### src/rtl/apb_pkg.sv
// rtl/apb_pkg.sv - shared types and constants for APB completers
package apb_pkg;

  typedef enum logic [1:0] {
    IDLE  = 2'd0,
    WAIT  = 2'd1,
    READY = 2'd2
  } apb_cpl_state_t;

  localparam int WAIT_CNT_W = 4;

endpackage

### src/rtl/apb_reg_decoder.sv
// rtl/apb_reg_decoder.sv - combinational register index and access-error decode
module apb_reg_decoder
  import apb_pkg::*;
#(
  parameter int                    ADDR_WIDTH = 32,
  parameter int                    NUM_REGS   = 8,
  parameter logic [ADDR_WIDTH-1:0] BASE_ADDR  = 32'h4000_0000,
  localparam int                   IDX_W      = $clog2(NUM_REGS)
) (
  input  logic [ADDR_WIDTH-1:0] P_ADDR,
  input  logic                  P_WRITE,
  output logic [IDX_W-1:0]      idx,
  output logic                  err
);

  // The top register is the hardware status word and cannot be written.
  localparam logic [IDX_W-1:0] STAT_IDX = IDX_W'(NUM_REGS - 1);

  logic misaligned;
  logic out_of_window;
  logic ro_write;

  // Index is the word offset inside the window; anything outside is an error.
  always_comb begin
    idx           = P_ADDR[IDX_W+1:2];
    misaligned    = (P_ADDR[1:0] != 2'b00);
    out_of_window = (P_ADDR[ADDR_WIDTH-1:IDX_W+2] != BASE_ADDR[ADDR_WIDTH-1:IDX_W+2]);
    ro_write      = P_WRITE && (idx == STAT_IDX);
    err           = misaligned || out_of_window || ro_write;
  end

endmodule

### src/rtl/apb_reg_completer.sv
// rtl/apb_reg_completer.sv - APB3 register-bank completer with wait states and error response
module apb_reg_completer
  import apb_pkg::*;
#(
  parameter int                    DATA_WIDTH  = 32,
  parameter int                    ADDR_WIDTH  = 32,
  parameter int                    NUM_REGS    = 8,
  parameter logic [ADDR_WIDTH-1:0] BASE_ADDR   = 32'h4000_0000,
  parameter int                    WAIT_CYCLES = 2,
  parameter logic [DATA_WIDTH-1:0] CTRL_RESET  = 32'h0000_0000
) (
  input  logic                  H_CLK,
  input  logic                  H_RESET,
  input  logic                  P_SELx,
  input  logic                  P_ENABLE,
  input  logic                  P_WRITE,
  input  logic [ADDR_WIDTH-1:0] P_ADDR,
  input  logic [DATA_WIDTH-1:0] P_WDATA,
  input  logic [DATA_WIDTH-1:0] HW_STATUS,
  output logic [DATA_WIDTH-1:0] P_RDATA,
  output logic                  P_READY,
  output logic                  P_SLVERR,
  output logic [DATA_WIDTH-1:0] CTRL_REG,
  output logic [NUM_REGS-1:0]   WR_PULSE
);

  localparam int                    IDX_W     = $clog2(NUM_REGS);
  localparam logic [IDX_W-1:0]      STAT_IDX  = IDX_W'(NUM_REGS - 1);
  localparam logic [WAIT_CNT_W-1:0] WAIT_LOAD = WAIT_CNT_W'(WAIT_CYCLES);
  localparam logic [NUM_REGS-1:0]   ONE_HOT_0 = NUM_REGS'(1);

  apb_cpl_state_t        state, state_nxt;
  logic [WAIT_CNT_W-1:0] cnt, cnt_nxt;
  logic                  capture;
  logic                  commit;

  logic [IDX_W-1:0]      dec_idx;
  logic                  dec_err;
  logic [IDX_W-1:0]      lat_idx;
  logic                  lat_write;
  logic                  lat_err;
  logic [DATA_WIDTH-1:0] lat_wdata;

  logic [IDX_W-1:0]      cur_idx;
  logic                  cur_write;
  logic                  cur_err;
  logic [DATA_WIDTH-1:0] rd_val;
  logic                  access;

  // Status register is not stored; only control and scratch registers live here.
  logic [DATA_WIDTH-1:0] regs [NUM_REGS-1];

  apb_reg_decoder #(
    .ADDR_WIDTH (ADDR_WIDTH),
    .NUM_REGS   (NUM_REGS),
    .BASE_ADDR  (BASE_ADDR)
  ) u_decoder (
    .P_ADDR  (P_ADDR),
    .P_WRITE (P_WRITE),
    .idx     (dec_idx),
    .err     (dec_err)
  );

  assign access   = P_SELx && P_ENABLE;
  assign CTRL_REG = regs[0];

  // Next-state logic: setup capture in IDLE, countdown in WAIT, commit at READY close.
  always_comb begin
    state_nxt = state;
    cnt_nxt   = cnt;
    capture   = 1'b0;
    commit    = 1'b0;
    unique case (state)
      IDLE: begin
        if (P_SELx && !P_ENABLE) begin
          capture   = 1'b1;
          cnt_nxt   = WAIT_LOAD;
          state_nxt = (WAIT_CYCLES == 0) ? READY : WAIT;
        end
      end
      WAIT: begin
        if (!access) begin
          state_nxt = IDLE;
        end else begin
          cnt_nxt = cnt - 1'b1;
          if (cnt == WAIT_CNT_W'(1)) begin
            state_nxt = READY;
          end
        end
      end
      READY: begin
        state_nxt = IDLE;
        commit    = access && lat_write && !lat_err;
      end
      default: state_nxt = IDLE;
    endcase
  end

  // With zero wait states READY is entered straight from the setup edge, so use live decode there.
  always_comb begin
    cur_idx   = (state == IDLE) ? dec_idx : lat_idx;
    cur_write = (state == IDLE) ? P_WRITE : lat_write;
    cur_err   = (state == IDLE) ? dec_err : lat_err;
    rd_val    = '0;
    if (cur_idx == STAT_IDX) begin
      rd_val = HW_STATUS;
    end else begin
      for (int i = 0; i < NUM_REGS - 1; i++) begin
        if (cur_idx == IDX_W'(i)) begin
          rd_val = regs[i];
        end
      end
    end
  end

  // State, transfer latches and registered bus outputs.
  always_ff @(posedge H_CLK) begin
    if (H_RESET) begin
      state     <= IDLE;
      cnt       <= '0;
      lat_idx   <= '0;
      lat_write <= 1'b0;
      lat_err   <= 1'b0;
      lat_wdata <= '0;
      P_READY   <= 1'b0;
      P_SLVERR  <= 1'b0;
      P_RDATA   <= '0;
      WR_PULSE  <= '0;
    end else begin
      state <= state_nxt;
      cnt   <= cnt_nxt;
      if (capture) begin
        lat_idx   <= dec_idx;
        lat_write <= P_WRITE;
        lat_err   <= dec_err;
        lat_wdata <= P_WDATA;
      end
      P_READY  <= (state_nxt == READY);
      P_SLVERR <= (state_nxt == READY) && cur_err;
      P_RDATA  <= ((state_nxt == READY) && !cur_write && !cur_err) ? rd_val : '0;
      WR_PULSE <= commit ? (ONE_HOT_0 << lat_idx) : '0;
    end
  end

  // Register bank: a committed write updates exactly the latched index.
  always_ff @(posedge H_CLK) begin
    for (int i = 0; i < NUM_REGS - 1; i++) begin
      if (H_RESET) begin
        regs[i] <= (i == 0) ? CTRL_RESET : '0;
      end else if (commit && (lat_idx == IDX_W'(i))) begin
        regs[i] <= lat_wdata;
      end
    end
  end

endmodule

### config.mk
export PLATFORM = sky130hd
export DESIGN_NAME = apb_reg_completer
export DESIGN_NICKNAME = d
export VERILOG_FILES = /design/src/rtl/apb_pkg.sv /design/src/rtl/apb_reg_decoder.sv /design/src/rtl/apb_reg_completer.sv
export SDC_FILE = /design/constraint.sdc
export NUM_CORES = 1
export LEC_CHECK = 0
export CAP_MARGIN = 10
export CORE_MARGIN = 4
export CORE_UTILIZATION = 55
export CTS_CLUSTER_SIZE = 10
export DETAILED_ROUTE_END_ITERATION = 12
export PLACE_DENSITY = 0.87
export SLEW_MARGIN = 20
export SYNTH_ARGS = -nofsm -noshare
export SYNTH_HDL_FRONTEND = slang
export SYNTH_SLANG_ARGS = --single-unit
### constraint.sdc
create_clock -name H_CLK -period 3.6 [get_ports H_CLK]
set_clock_uncertainty 0.2 [all_clocks]
set_input_delay 0.54 -clock H_CLK [delete_from_list [all_inputs] [get_ports H_CLK]]
set_output_delay 0.54 -clock H_CLK [all_outputs]
set_load 0.05 [all_outputs]
Yosys cells after proc, flatten, opt, wreduce, memory -nomap -nowiden --
Memory sizes are Yosys's and may differ from the RTL's. Index checks and enable logic that the tools add are counted.
Word-level totals: bits in registers 85, input port bits 101, bits in writable memories 224, memories kept 1, logic and storage cells 123
Memory list:
- regs | words 7, bits a word 32, rd ports 7, clocked after Yosys merged registers in 0, write ports 7, line apb_reg_completer.sv:51 | logic [DATA_WIDTH-1:0] regs [NUM_REGS-1];
Operators by class: bitwise operators 9, reductions and logical operators 29, equality and inequality tests 21, mux-type cells 51, add/sub/neg operators 1, shift operators 1
Operators with widths (count):
- $mux 32 | 15
- $mux 1 | 28
- $ne 27x26->1 const B | 1
- $eq 3x3->1 const B | 8
- $logic_and 1x1->1 | 15
- $eq 3x2->1 const B | 4
- $mux 4 | 2
- $pmux 4 s2 | 1
- $shl 1x3->8 const A | 1
- $or 1x1->1 | 7
- $eq 3x1->1 const B | 2
- $logic_not 3->1 | 2
- $mux 2 | 3
- $eq 2x2->1 const B | 2
- $eq 4x1->1 const B | 1
- $logic_not 1->1 | 4
- $ne 2x2->1 const B | 2
- $pmux 2 s2 | 1
- $reduce_bool 2->1 | 2
- $reduce_or 2->1 | 2
- $sub 4x1->4 const B | 1
- $mux 3 | 1
- $reduce_and 3->1 | 1
- $eq 2x1->1 const B | 1
- other kinds (3) | 5

Longest topological paths before layout --
depth in word-level cells 11, depth in mapped cells 9, depth with buffers taken out 8

Modules after synthesis --
From an unflattened synthesis, not the netlist that was laid out.
Unflattened totals: cell total of the unflattened synthesis 1057, area total of the unflattened synthesis 13112.6 um^2
By module, submodules not included:
- apb_reg_completer | cells each 1043, seq. area each 8428.1 um^2, instances 1, area each 13008.7 um^2
- apb_reg_decoder | cells each 14, seq. area each 0.0 um^2, instances 1, area each 103.8 um^2

Worst setup path before layout --
OpenSTA, ideal clock, no wires.
path type input port to flip-flop, start input P_ENABLE, end memory regs[5][0], enable pin, library setup time 0.428 ns, arrival time 2.632 ns, buffers on the path 0, data required time 2.972 ns, setup slack 0.340 ns, stages 4, path through nand4b_4 -> nor3b_2 -> nand2_1 -> o21bai_1
RTL lines:
- start: declaration | line apb_reg_completer.sv:15 | input logic P_ENABLE,
- end: declaration | line apb_reg_completer.sv:51

Worst setup path after layout --
start register state[1], end register P_RDATA[20]
On the way: longest elaborated chain between the ends 11, elaborated cells on any way between the ends 32
Ends and longest elaborated chain:
- start: declaration | line apb_reg_completer.sv:32 | apb_cpl_state_t state, state_nxt;
- start signal: assignment | line apb_reg_completer.sv:130 | state <= state_nxt;
- $logic_not 2->1
- $mux 3 | line apb_reg_completer.sv:101 | cur_idx = (state == IDLE) ? dec_idx : lat_idx;
- $logic_not 3->1 | line apb_reg_completer.sv:109 | if (cur_idx == IDX_W'(i)) begin
- $mux 32 (7 in a row) | line apb_reg_completer.sv:109
- $mux 32 | line apb_reg_completer.sv:105 | if (cur_idx == STAT_IDX) begin
- end signal: assignment | line apb_reg_completer.sv:140 | P_RDATA <= ((state_nxt == READY) && !cur_write && !cur_err) ? rd_val : '0;
- end: declaration | line apb_reg_completer.sv:20 | output logic [DATA_WIDTH-1:0] P_RDATA,
Several ways; a longest one is shown, not always the timed one. A chain may end at the register's enable or synchronous reset.

==> results_dict.tcl <==
set metrics [dict create \
    outcome "finished clean" \
    synth_seq_area_share_pct 62.2 \
    ys.flop_type "edfxtp_1" \
    required_ns 3.81 \
    hp-class "flip-flop to flip-flop" \
    grt_max_degree 47 \
    hpwlAfterDp_um 24100 \
    utilization_pct 69.4 \
    place_inst 1649 \
    remaining_drc_errors 0 \
    avgSynthCellArea_um2 11.4 \
    cts_tree "done" \
    syn_nets 1294 \
    yosys_register_bits 309 \
    crit_type "flip-flop to flip-flop" \
    min_period_over_period_pct 83.3 \
    numClockSinks 309 \
    grt_pass1_wl_um 57900 \
    start_util_pct 55.7 \
    antennaDiodeCount 0 \
    cts.reportedPaths.clkPinSlew_ns 0.05 \
    synthTopCellsByCount "nand2_1, and2_1, edfxtp_1" \
    synth_top_area_share_pct 49.6 \
    cts.repair.resized 0 \
    die_h_um 165 \
    yosysUniqueCellTypes 67 \
    synth_area_leader_cell "edfxtp_1" \
    gr-total-overflow 0 \
    globalplace.congestion 0.860 \
    max_freq_ghz 0.333 \
    wl_per_cell_um 22.3 \
    numCtsBuffers 37 \
    cts_setup_buffers 0 \
    vias_per_cell 6.03 \
    slew_headroom_pct 42.9 \
    rows 57 \
    instances_no_fill 1717 \
    insertion_delay_ns 0.52 \
    grt_pass1_vias 10600 \
    slew_viol_final 0 \
    rsz0062_at_grt "no" \
    track_usage_pct 28.0 \
    holdCritStartpoint "lat_write" \
    ir_drop_uv 351 \
    synth_edf_count 224 \
    rr_startpoint "state[1]" \
    drt_iter0_markers 1466 \
    port_buffers 174 \
    floorplan.die_area_um2 27200 \
    post-route-min-period_ns 3.00 \
    antenna_left 0 \
    multi_input_area_um2 4730 \
    synthTopCellsByArea "edfxtp_1, dfxtp_1, and2_1" \
    cts_hold_buf 0 \
    dr.pass1.iters 8 \
    maxCapViolations 0 \
    io_pins 175 \
    seq_area_um2 8430 \
    worstPathArrival_ns 3.21 \
    hold_viol 0 \
    yosysWarnings 0 \
    synthesis.area_um2 13600 \
    worst-path-max-fanout 19 \
    core_um2 24300 \
    cts_buffer_depth 3 \
    worstMarginPinSlew_ns 0.838 \
    nets 1468 \
    power_density_nw_per_um2 476 \
    area_growth_pct 24.4 \
    clockRootBuffer "clkbuf_16" \
    worstSetupStartpoint "state[1]" \
    final-setup-viol-count 0 \
    drt-total-wl_um 38300 \
    yosysMostFrequentCell "nand2_1" \
    syn_inst 1191 \
    nFillCells 1648 \
    layout-drive-gt1-share_pct 8.90 \
    cp-start-kind "flip-flop" \
    vias 10400 \
    worstSetupEndpointType "flip-flop" \
    p_leak_nw 6.13 \
    dieWidth_um 165 \
    tns_ns 0 \
    antenna_found_initial 0 \
    ys_async_sr_fraction_pct 0 \
    h-tree-depth 2 \
]
-- path summary, 6_finish.rpt --
check                                   end  slack, ns  cells after the start
worst min register to register    lat_write       0.32                      2
worst max register to register  P_RDATA[20]       0.60                      5
worst min-delay path              lat_write       0.32                      2
worst max-delay path            P_RDATA[20]       0.60                      5
-- cells in the final DEF, fill, tap and decap left out, types with 19 or more instances in the layout --
cell type and n:
nand2_1 238, o31a_1 19, clkdlybuf4s50_1 173, dfxtp_1 85, a311oi_1 19, o21ai_0 31, clkbuf_16 38, edfxtp_1 224
and2_1 225, nor3_1 28, buf_4 35, clkbuf_1 24, a21oi_1 86
-- through the flow --
step / hold WS (ns) / setup slack [ns] / power, W / area [um^2]
global route: 0.343 / 0.498 / 0.00827 / 16900
CTS: 0.322 / 0.654 / 0.00803 / 16800
finish: 0.321 / 0.600 / 0.00804 / 16900
global placement: 0.302 / 0.513 / 0.00467 / 15700
detailed placement: 0.315 / 0.382 / 0.00469 / 15700
floorplan: 0.257 / 0.340 / 0.00438 / 13600
-- critical path: stages (launching register included) --
cell	delay, ns
dfxtp_1	0.45
nor2_4	0.43
mux2i_4	0.80
nand2_1	0.45
o2111a_1	0.25
o32ai_1	0.30
-- power by group --
group	leakage, nW	total, W	internal (W)	switching, W
clock network	0.526	0.00339	0.00201	0.00138
registers	3.00	0.00399	0.00391	0.0000781
logic	2.60	0.000651	0.000253	0.000398
total	6.13	0.00804	0.00617	0.00186
-- cell type report --
| type | count | area share (%) |
|---|---|---|
| clock buffer | 64 | 6.33 |
| clock inverter | 3 | 0.156 |
| sequential | 309 | 50.0 |
| inverter | 7 | 0.156 |
| tap | 324 | 2.40 |
| multi-input combinational | 792 | 28.0 |
| timing repair buffer | 218 | 13.0 |
-- cells by family (layout without fill, tap and decap cells) --
| logic type | Yosys count | count (layout) | synth area share, % |
|---|---|---|---|
| AND/OR/NAND/NOR | 543 | 543 | 21.1 |
| flip-flops | 309 | 309 | 62.2 |
| AO/OA/AOI/OAI | 228 | 228 | 11.6 |
| buffers and inverters | 90 | 292 | 3.44 |
| multiplexers | 17 | 17 | 1.39 |
| adder cells (fa/ha/maj) | 2 | 2 | 0.185 |
| XOR/XNOR | 2 | 2 | 0.129 |
-- state kept, by name (all words and copies together) (netlist names), 2 cells and up --
register,cells
lat_wdata,32
regs,224
P_RDATA,32
lat_idx,3
cnt,4
WR_PULSE,8
state,2
-- per-layer routing --
metal  routed length, um  share of wire, %  global-route usage [%]
met1               13400                35                    34.0
met2               19200                50                    48.2
met3                4150                11                    5.86
met4                1530               4.0                    12.6
met5                   0                 0                       0
No activity file was read; power rests on OpenSTA's default activity.
